<file path="src/rtl/axi4_mem_pkg.sv">
// -----------------------------------------------------------------------------
// axi4_mem_pkg
// Shared types and defaults for the single-port memory arbiter.
//   - arb_state_e : arbiter FSM state (free round-robin / burst-locked)
//   - DEF_*       : default parameter values used by axi4_mem_arbiter
//   - addr_width  : word-address width for a given memory depth
// -----------------------------------------------------------------------------
package axi4_mem_pkg;

   localparam int DEF_DATA_WIDTH     = 32;
   localparam int DEF_MEMORY_DEPTH   = 1024;
   localparam int DEF_MAX_LOCK_BEATS = 16;

   typedef enum logic [0:0] {
      ARB_IDLE   = 1'b0,
      ARB_LOCKED = 1'b1
   } arb_state_e;

   // Depth 1 still needs a 1-bit address bus.
   function automatic int addr_width(input int depth);
      return (depth > 1) ? $clog2(depth) : 1;
   endfunction

endpackage

</file>
<file path="src/rtl/axi4_mem_arbiter_rr.sv">
// -----------------------------------------------------------------------------
// rr_arbiter
// Combinational round-robin picker: the first set bit of req_i, searching
// upward from ptr_i and wrapping modulo N.
//   req_i   in  N   request vector
//   ptr_i   in  IW  search start index (0..N-1)
//   grant_o out N   one-hot grant (all zero when no request)
//   idx_o   out IW  index of the granted request
//   valid_o out 1   some request was granted
// -----------------------------------------------------------------------------
module rr_arbiter #(
   parameter int N  = 2,
   parameter int IW = (N > 1) ? $clog2(N) : 1
) (
   input  logic [N-1:0]  req_i,
   input  logic [IW-1:0] ptr_i,
   output logic [N-1:0]  grant_o,
   output logic [IW-1:0] idx_o,
   output logic          valid_o
);

   always_comb begin
      // NOTE: every output gets a default before the search loop so no path
      // leaves it unassigned, which would infer a latch.
      grant_o = '0;
      idx_o   = '0;
      valid_o = 1'b0;
      for (int k = 0; k < N; k++) begin
         if (!valid_o && req_i[(int'(ptr_i) + k) % N]) begin
            valid_o                           = 1'b1;
            idx_o                             = IW'((int'(ptr_i) + k) % N);
            grant_o[(int'(ptr_i) + k) % N]    = 1'b1;
         end
      end
   end

endmodule

</file>
<file path="src/rtl/axi4_mem_arbiter.sv">
// -----------------------------------------------------------------------------
// axi4_mem_arbiter
// Shares one single-port memory (1-cycle registered read) between NUM_REQ
// word-addressed requesters. One beat is granted per cycle by round-robin;
// read data is routed back to the requester that issued the read, two
// cycles after its accept.
//
// Build option: define AXI4_MEM_ARB_LOCK_EN to honour req_lock (burst lock,
// capped at MAX_LOCK_BEATS consecutive beats). Without it req_lock is ignored
// and every beat is arbitrated afresh.
//
// Ports
//   ACLK, ARESETn          clock, asynchronous active-low reset
//   req_valid/req_ready    per-requester beat handshake
//   req_we, req_lock       per-requester write flag, keep-grant flag
//   req_addr, req_wdata    requester i at [i*MA +: MA] / [i*DATA_WIDTH +: ...]
//   rsp_valid              one-cycle read-data pulse, one bit per requester
//   rsp_rdata              shared read data, zero unless rsp_valid is set
//   mem_en/we/addr/wdata   registered memory command
//   mem_rdata              memory read data (cycle after a read command)
//   grant_id               last accepted requester
// -----------------------------------------------------------------------------
module axi4_mem_arbiter
   import axi4_mem_pkg::*;
#(
   parameter  int NUM_REQ        = 2,
   parameter  int DATA_WIDTH     = DEF_DATA_WIDTH,
   parameter  int MEMORY_DEPTH   = DEF_MEMORY_DEPTH,
   parameter  int MAX_LOCK_BEATS = DEF_MAX_LOCK_BEATS,
   localparam int MA             = addr_width(MEMORY_DEPTH),
   localparam int GW             = (NUM_REQ > 1) ? $clog2(NUM_REQ) : 1
) (
   input  logic                          ACLK,
   input  logic                          ARESETn,
   input  logic [NUM_REQ-1:0]            req_valid,
   output logic [NUM_REQ-1:0]            req_ready,
   input  logic [NUM_REQ-1:0]            req_we,
   input  logic [NUM_REQ-1:0]            req_lock,
   input  logic [NUM_REQ*MA-1:0]         req_addr,
   input  logic [NUM_REQ*DATA_WIDTH-1:0] req_wdata,
   output logic [NUM_REQ-1:0]            rsp_valid,
   output logic [DATA_WIDTH-1:0]         rsp_rdata,
   output logic                          mem_en,
   output logic                          mem_we,
   output logic [MA-1:0]                 mem_addr,
   output logic [DATA_WIDTH-1:0]         mem_wdata,
   input  logic [DATA_WIDTH-1:0]         mem_rdata,
   output logic [GW-1:0]                 grant_id
);

   localparam int CW = $clog2(MAX_LOCK_BEATS + 1);

   function automatic logic [NUM_REQ-1:0] to_onehot(input logic [GW-1:0] id);
      to_onehot     = '0;
      to_onehot[id] = 1'b1;
   endfunction

   function automatic logic [GW-1:0] ptr_after(input logic [GW-1:0] idx);
      return (int'(idx) == NUM_REQ - 1) ? '0 : GW'(int'(idx) + 1);
   endfunction

   logic [NUM_REQ-1:0]    eligible;
   logic [NUM_REQ-1:0]    gnt_oh;
   logic [GW-1:0]         gnt_idx;
   logic                  gnt_any;
   logic [GW-1:0]         rr_ptr_q, rr_ptr_d;

   logic                  mem_en_q, mem_we_q;
   logic [MA-1:0]         mem_addr_q;
   logic [DATA_WIDTH-1:0] mem_wdata_q;
   logic [GW-1:0]         grant_id_q;

   // Read-owner pipeline: stage 0 lines up with the memory command, stage 1
   // with the memory read data.
   logic                  rd_v0_q, rd_v1_q;
   logic [GW-1:0]         rd_id0_q, rd_id1_q;

   rr_arbiter #(.N(NUM_REQ), .IW(GW)) u_rr (
      .req_i   (eligible),
      .ptr_i   (rr_ptr_q),
      .grant_o (gnt_oh),
      .idx_o   (gnt_idx),
      .valid_o (gnt_any)
   );

   // Ready goes only to a valid winner, so a grant is always an accept.
   assign req_ready = gnt_oh;

`ifdef AXI4_MEM_ARB_LOCK_EN
   arb_state_e    state_q, state_d;
   logic [GW-1:0] owner_q, owner_d;
   logic [CW-1:0] lock_cnt_q, lock_cnt_d;

   // While locked only the owner may compete; an idle owner keeps the grant.
   assign eligible = (state_q == ARB_LOCKED) ? (req_valid & to_onehot(owner_q))
                                             : req_valid;

   always_comb begin
      state_d    = state_q;
      owner_d    = owner_q;
      lock_cnt_d = lock_cnt_q;
      rr_ptr_d   = rr_ptr_q;
      if (gnt_any) begin
         case (state_q)
            ARB_IDLE: begin
               // A cap of one beat means a lock can never extend the grant.
               if (req_lock[gnt_idx] && (MAX_LOCK_BEATS > 1)) begin
                  state_d    = ARB_LOCKED;
                  owner_d    = gnt_idx;
                  lock_cnt_d = CW'(1);
               end else begin
                  rr_ptr_d = ptr_after(gnt_idx);
               end
            end
            ARB_LOCKED: begin
               // Release on the beat that drops lock or that reaches the cap.
               if (!req_lock[gnt_idx] || (int'(lock_cnt_q) + 1 >= MAX_LOCK_BEATS)) begin
                  state_d    = ARB_IDLE;
                  lock_cnt_d = '0;
                  rr_ptr_d   = ptr_after(owner_q);
               end else begin
                  lock_cnt_d = lock_cnt_q + 1'b1;
               end
            end
            default: state_d = ARB_IDLE;
         endcase
      end
   end

   always_ff @(posedge ACLK or negedge ARESETn) begin
      if (!ARESETn) begin
         state_q    <= ARB_IDLE;
         owner_q    <= '0;
         lock_cnt_q <= '0;
      end else begin
         state_q    <= state_d;
         owner_q    <= owner_d;
         lock_cnt_q <= lock_cnt_d;
      end
   end
`else
   logic unused_lock;
   assign unused_lock = ^req_lock;
   assign eligible    = req_valid;

   always_comb begin
      rr_ptr_d = rr_ptr_q;
      if (gnt_any) rr_ptr_d = ptr_after(gnt_idx);
   end
`endif

   // NOTE: sequential state uses non-blocking assignments so every register
   // samples the pre-edge values, independent of statement order.
   always_ff @(posedge ACLK or negedge ARESETn) begin
      if (!ARESETn) begin
         rr_ptr_q    <= '0;
         mem_en_q    <= 1'b0;
         mem_we_q    <= 1'b0;
         mem_addr_q  <= '0;
         mem_wdata_q <= '0;
         grant_id_q  <= '0;
         // Clearing the owner pipeline drops responses still in flight.
         rd_v0_q     <= 1'b0;
         rd_v1_q     <= 1'b0;
         rd_id0_q    <= '0;
         rd_id1_q    <= '0;
      end else begin
         rr_ptr_q <= rr_ptr_d;
         mem_en_q <= gnt_any;
         mem_we_q <= gnt_any & req_we[gnt_idx];
         if (gnt_any) begin
            mem_addr_q  <= req_addr[int'(gnt_idx)*MA +: MA];
            mem_wdata_q <= req_wdata[int'(gnt_idx)*DATA_WIDTH +: DATA_WIDTH];
            grant_id_q  <= gnt_idx;
         end
         rd_v0_q  <= gnt_any & ~req_we[gnt_idx];
         rd_id0_q <= gnt_idx;
         rd_v1_q  <= rd_v0_q;
         rd_id1_q <= rd_id0_q;
      end
   end

   assign mem_en    = mem_en_q;
   assign mem_we    = mem_we_q;
   assign mem_addr  = mem_addr_q;
   assign mem_wdata = mem_wdata_q;
   assign grant_id  = grant_id_q;
   assign rsp_valid = rd_v1_q ? to_onehot(rd_id1_q) : '0;
   assign rsp_rdata = rd_v1_q ? mem_rdata : '0;

endmodule

</file>
<file path="config.mk">
export PLATFORM = sky130hd
export DESIGN_NAME = axi4_mem_arbiter
export DESIGN_NICKNAME = d
export VERILOG_FILES = /design/src/rtl/axi4_mem_pkg.sv /design/src/rtl/axi4_mem_arbiter_rr.sv /design/src/rtl/axi4_mem_arbiter.sv
export SDC_FILE = /design/constraint.sdc
export NUM_CORES = 1
export LEC_CHECK = 0
export ABC_AREA = 1
export CAP_MARGIN = 20
export CORE_MARGIN = 8
export CORE_UTILIZATION = 30
export DETAILED_ROUTE_END_ITERATION = 6
export MAX_ROUTING_LAYER = met4
export PLACE_DENSITY = 0.8
export SLEW_MARGIN = 20
export SYNTH_ARGS = -nofsm -noshare
export SYNTH_HDL_FRONTEND = slang
export SYNTH_SLANG_ARGS = --single-unit
</file>
<file path="constraint.sdc">
create_clock -name ACLK -period 1.41 [get_ports ACLK]
set_input_delay 0.2115 -clock ACLK [delete_from_list [all_inputs] [get_ports ACLK]]
set_output_delay 0.2115 -clock ACLK [all_outputs]
set_load 0.03 [all_outputs]
</file>
==> results <==
- The number of buffers inserted by port buffering is about 200.
- The critical path arrival is 1.19 ns.
- The maximum resistive drop on vdd is approximately 0.48 mV.
- The TritonCTS clock tree is built.
- The global-route total usage across every layer is 0.1681.
- The latest clock arrival within the worst-skew pair is ~0.29 ns.
- The number of core rows is 34.
- The standby leakage power is roughly 2.7 nW.
- Measured in cells, the most critical reg-to-reg path has a length of 7.
- Across all register-to-register paths, the minimum setup slack is approximately 0.25 ns.
- The count of warnings emitted by yosys is 0.
- The number of fillers in the final layout is approximately 740.
- The instance count along the most critical hold path is 0.
- The number of vias after detailed routing is slightly above 3k.
- The wire length of the first global-routing pass is ~15000 um.
- For this run, design rule violations remaining after detail routing come to 0.
- Dividing the final minimum period by the clock period gives 0.9964.
- For the pin with the worst max-slew slack, the measured transition is around 0.33 ns.
- The first detailed-routing pass took 5 iterations.
- Counting flops and latches in the post-synthesis netlist gives 50.
- The dominant register cell in the synthesized netlist is sky130_fd_sc_hd__dfrtp_1.
- The die covers 12080 um2.
- Routability-driven placement finished with a final weighted congestion of between 0.8 and 0.9.
- Sorting the synthesized cells by how often they occur yields sky130_fd_sc_hd__nand2_1 (205), sky130_fd_sc_hd__dfrtp_1 (50), sky130_fd_sc_hd__inv_1 (38), sky130_fd_sc_hd__nand3_1 (25), sky130_fd_sc_hd__nand3b_1 (19).
- The clock tree root driver cell is sky130_fd_sc_hd__clkbuf_8.
- Yosys mapped the design onto 16 distinct sky130hd cell types.
- The area overhead of the layout relative to synthesis is 93.99%.
- The combined area of all synthesized cells is 2645 um2.
- Global routing finished with a remaining overflow of 0.
- The family with the most delay on the worst path is flip-flops.
- Setup violations remaining at the end of the flow were counted as 0.
- Of the total power, registers draw 0.384.
- The clock share of power is 0.196.
- The max-slew violation count is 0.
- The startpoint identified for the worst register-to-register timing path is rr_ptr_q$_DFFE_PN0P_.
- The mean cell area of the mapped netlist is just over 7 um2.
- After technology mapping, the gate count stands at approximately 370.
- Among all stages on the critical path, the largest delay is contributed by sky130_fd_sc_hd__dfrtp_2.
- The remaining antenna violation count after routing is 0.
- Entering global routing, the biggest net connects 51 pins.
- The worst setup path is launched from a flip-flop.
- After detailed routing, the total wire length is 10560 um.
- Counting buffers and inverters, the worst setup path is 4 cells deep.
- The synthesized design contains 0 enable-type register cells.
- Of the total power, combinational logic draws 0.420.
- The core footprint is ~8600 um2.
- The die is ~110 um tall.
- On the worst path, the slowest cell contributes a delay of between 0.4 and 0.5 ns.
- The net load switching power is ~1.5 mW.
- 0 antenna diodes ended up in the layout.
- The final clock skew is between 0.003 and 0.004 ns.
- The initial DRC count is 100.
- The number of H-tree levels is 2.
- The number of nets handed over by synthesis was 493.
- Power spread over the standard cell area amounts to between 800 and 900 nW/um2.
- Counting flops with an async set or reset pin after synthesis yields a share of 1.000.
- The startpoint of the worst setup timing path is rd_v1_q$_DFF_PN0_.
- The via count of the first global-routing pass is 3135.
- The number of antenna violations at the first check in global routing is 0.
- Of the total power, the share spent switching nets is 0.3489.
- The number of nets in the finished design is around 710.
- Measured on the finished design, the core utilization comes to 0.5942.
- The share of the synthesized area in the top cell type is 0.4730.
- Setup repair after global routing could not meet its margin everywhere.
- Overall power consumption after layout is estimated at roughly 4.4 mW.
- The type of element capturing the critical path is an output pin.
- Clock-pin slew was measured on the worst setup and hold paths at 0.09 ns.
- Dividing the detail-routed via count by the number of cells gives 4.397.
- Of the synthesized area, sequential elements account for 0.4730.
- The upper clock frequency limit is between 0.7 and 0.8 GHz.
- The worst setup path is of the reg -> out kind.
- The maximum buffer depth of the clock tree is 2.
- Traced cell by cell, the critical path runs through clkbuf_16 -> nand2_1 -> inv_2 -> buf_12.
- The number of sinks on the clock net is 50.
- The synthesized design spends more area on one cell type than any other, namely sky130_fd_sc_hd__dfrtp_1.
- The number of hold violations in the final report is 0.
- The initial utilization of the core area, before any placement, comes to 0.3063.
- The number of buffer and inverter stages on the critical path is 3.
- After synthesis, the cell types taking the most area are sky130_fd_sc_hd__dfrtp_1 (47%), sky130_fd_sc_hd__nand2_1 (29%), sky130_fd_sc_hd__inv_1 (5.4%).
- The ratio of cells with drive above 1 in the final layout is 0.1592.
- Among all cell types in the netlist, the one instantiated most often is sky130_fd_sc_hd__nand2_1.
- The die width is around 110 um.
- In this run the tightest slew margin relative to its limit is 0.7777.
- The highest net fanout along the worst path is 17.
- Summed over all nets, the half-perimeter wirelength after detailed placement is approximately 8500 um.
- The required time at the worst-slack endpoint is roughly 1.2 ns.
- The number of violations of the max-capacitance limit is 0.
- The internal portion of the total power is roughly 2.8 mW.
- The type of the worst min-delay path is reg -> reg.
- For this design the top-level I/O count stands at ~210.
- The final period demand of the worst path is ~1.4 ns.
- The flow ran to the end, and the final reports show no timing, DRC or antenna violations.
- Dividing the detail-routed wire length by the instance count gives about 15 um.
- The worst hold path begins at rd_v0_q$_DFF_PN0_.
- The number of buffers inserted during clock tree synthesis is 5.
[layer usage]
layer  vias up  GRT usage  share of wire
li1       1526          -              -
met1      1365     0.1709           0.38
met2       146     0.3035           0.50
met3         6    0.05803           0.11
met4         0    0.03664         0.0079
met5         -          -              0
[state kept, by name (all words and copies together), names as in the netlist]
signal     cells
rd_v1_q        1
grant_id       1
mem_en         1
rd_id0_q       1
rd_id1_q       1
rr_ptr_q       1
mem_addr      10
rd_v0_q        1
mem_wdata     32
mem_we         1
[what timing repair did]
| action | 4_1_cts | 5_1_grt |
|---|---|---|
| setup buffers | 0 | 2 |
| setup endpoints to repair | 46 | 34 |
| hold buffers | 1 | 0 |
| resized for setup | 47 | 35 |
| endpoints found under the hold margin | 50 | 0 |
| cloned | 0 | 1 |
[power by group through the flow]
stage | logic (mW) | clock network [mW] | registers, mW
6_report | 1.83 | 0.857 | 1.68
5_1_grt | 1.96 | 0.957 | 1.70
4_1_cts | 1.79 | 0.893 | 1.67
3_5_place_dp | 1.88 | 0 | 1.71
3_3_place_gp | 1.86 | 0 | 1.70
2_1_floorplan | 0.547 | 0 | 2.00
[per-stage QoR]
step           area [um2]  hold slack (ns)  cells  setup TNS, ns  setup slack (ns)
2_1_floorplan        2645         -0.08409    369              0            0.1556
3_3_place_gp         4950           0.2216    680         -1.121          -0.03909
3_5_place_dp         4950           0.2245    680         -2.134          -0.07318
4_1_cts              4996           0.3563    689              0          0.008343
5_1_grt              5131           0.3687    692        -0.6194          -0.03916
6_report             5131           0.3549    692              0          0.005144
[layout make-up]
class                           count  area (um2)  area share
Multi-Input combinational cell    258        1120      0.2182
Clock buffer                        7       86.33     0.01683
Tap cell                          108       135.1     0.02634
Clock inverter                      1       5.005   0.0009754
Sequential cell                    50        1252      0.2441
Inverter                           39       146.4     0.02853
Timing Repair Buffer              229        2386      0.4650
[cell families (layout without fill, tap and decap cells)]
logic type             after synthesis  in the layout  share of synthesized area
buffers and inverters               61            276                     0.1064
AND/OR/NAND/NOR                    255            255                     0.4087
AO/OA/AOI/OAI                        3              3                    0.01183
flip-flops                          50             50                     0.4730
[path summary, 6_finish.rpt]
path	to
max reg2reg	mem_wdata[11]$_DFFE_PN0P_
min reg2reg	rd_v1_q$_DFF_PN0_
min in group asynchronous	mem_wdata[9]$_DFFE_PN0P_
min	rd_v1_q$_DFF_PN0_
max in group asynchronous	rd_v1_q$_DFF_PN0_
max	rsp_rdata[17]
[cells in the final DEF (no fill, tap or decap)]
cell	synthesis	routed
sky130_fd_sc_hd__clkbuf_8	0	6
sky130_fd_sc_hd__nand3_1	25	25
sky130_fd_sc_hd__nand3b_1	19	19
sky130_fd_sc_hd__dfrtp_1	50	49
sky130_fd_sc_hd__inv_2	1	12
sky130_fd_sc_hd__dfrtp_2	0	1
sky130_fd_sc_hd__nand2_1	205	202
sky130_fd_sc_hd__dlygate4sd3_1	0	1
sky130_fd_sc_hd__nor2_8	1	1
sky130_fd_sc_hd__clkbuf_16	0	1
sky130_fd_sc_hd__clkbuf_1	3	1
sky130_fd_sc_hd__buf_6	3	23
sky130_fd_sc_hd__a21boi_4	1	1
sky130_fd_sc_hd__buf_2	12	1
sky130_fd_sc_hd__clkdlybuf4s50_1	0	118
sky130_fd_sc_hd__dlygate4sd2_1	0	44
sky130_fd_sc_hd__o21ai_0	1	1
sky130_fd_sc_hd__buf_4	4	24
sky130_fd_sc_hd__nor2_1	3	3
sky130_fd_sc_hd__buf_12	0	17
sky130_fd_sc_hd__nand2_2	2	5
sky130_fd_sc_hd__clkinv_2	0	1
sky130_fd_sc_hd__a21boi_1	0	1
sky130_fd_sc_hd__inv_1	38	27
No activity file was read; power rests on OpenSTA's default activity.
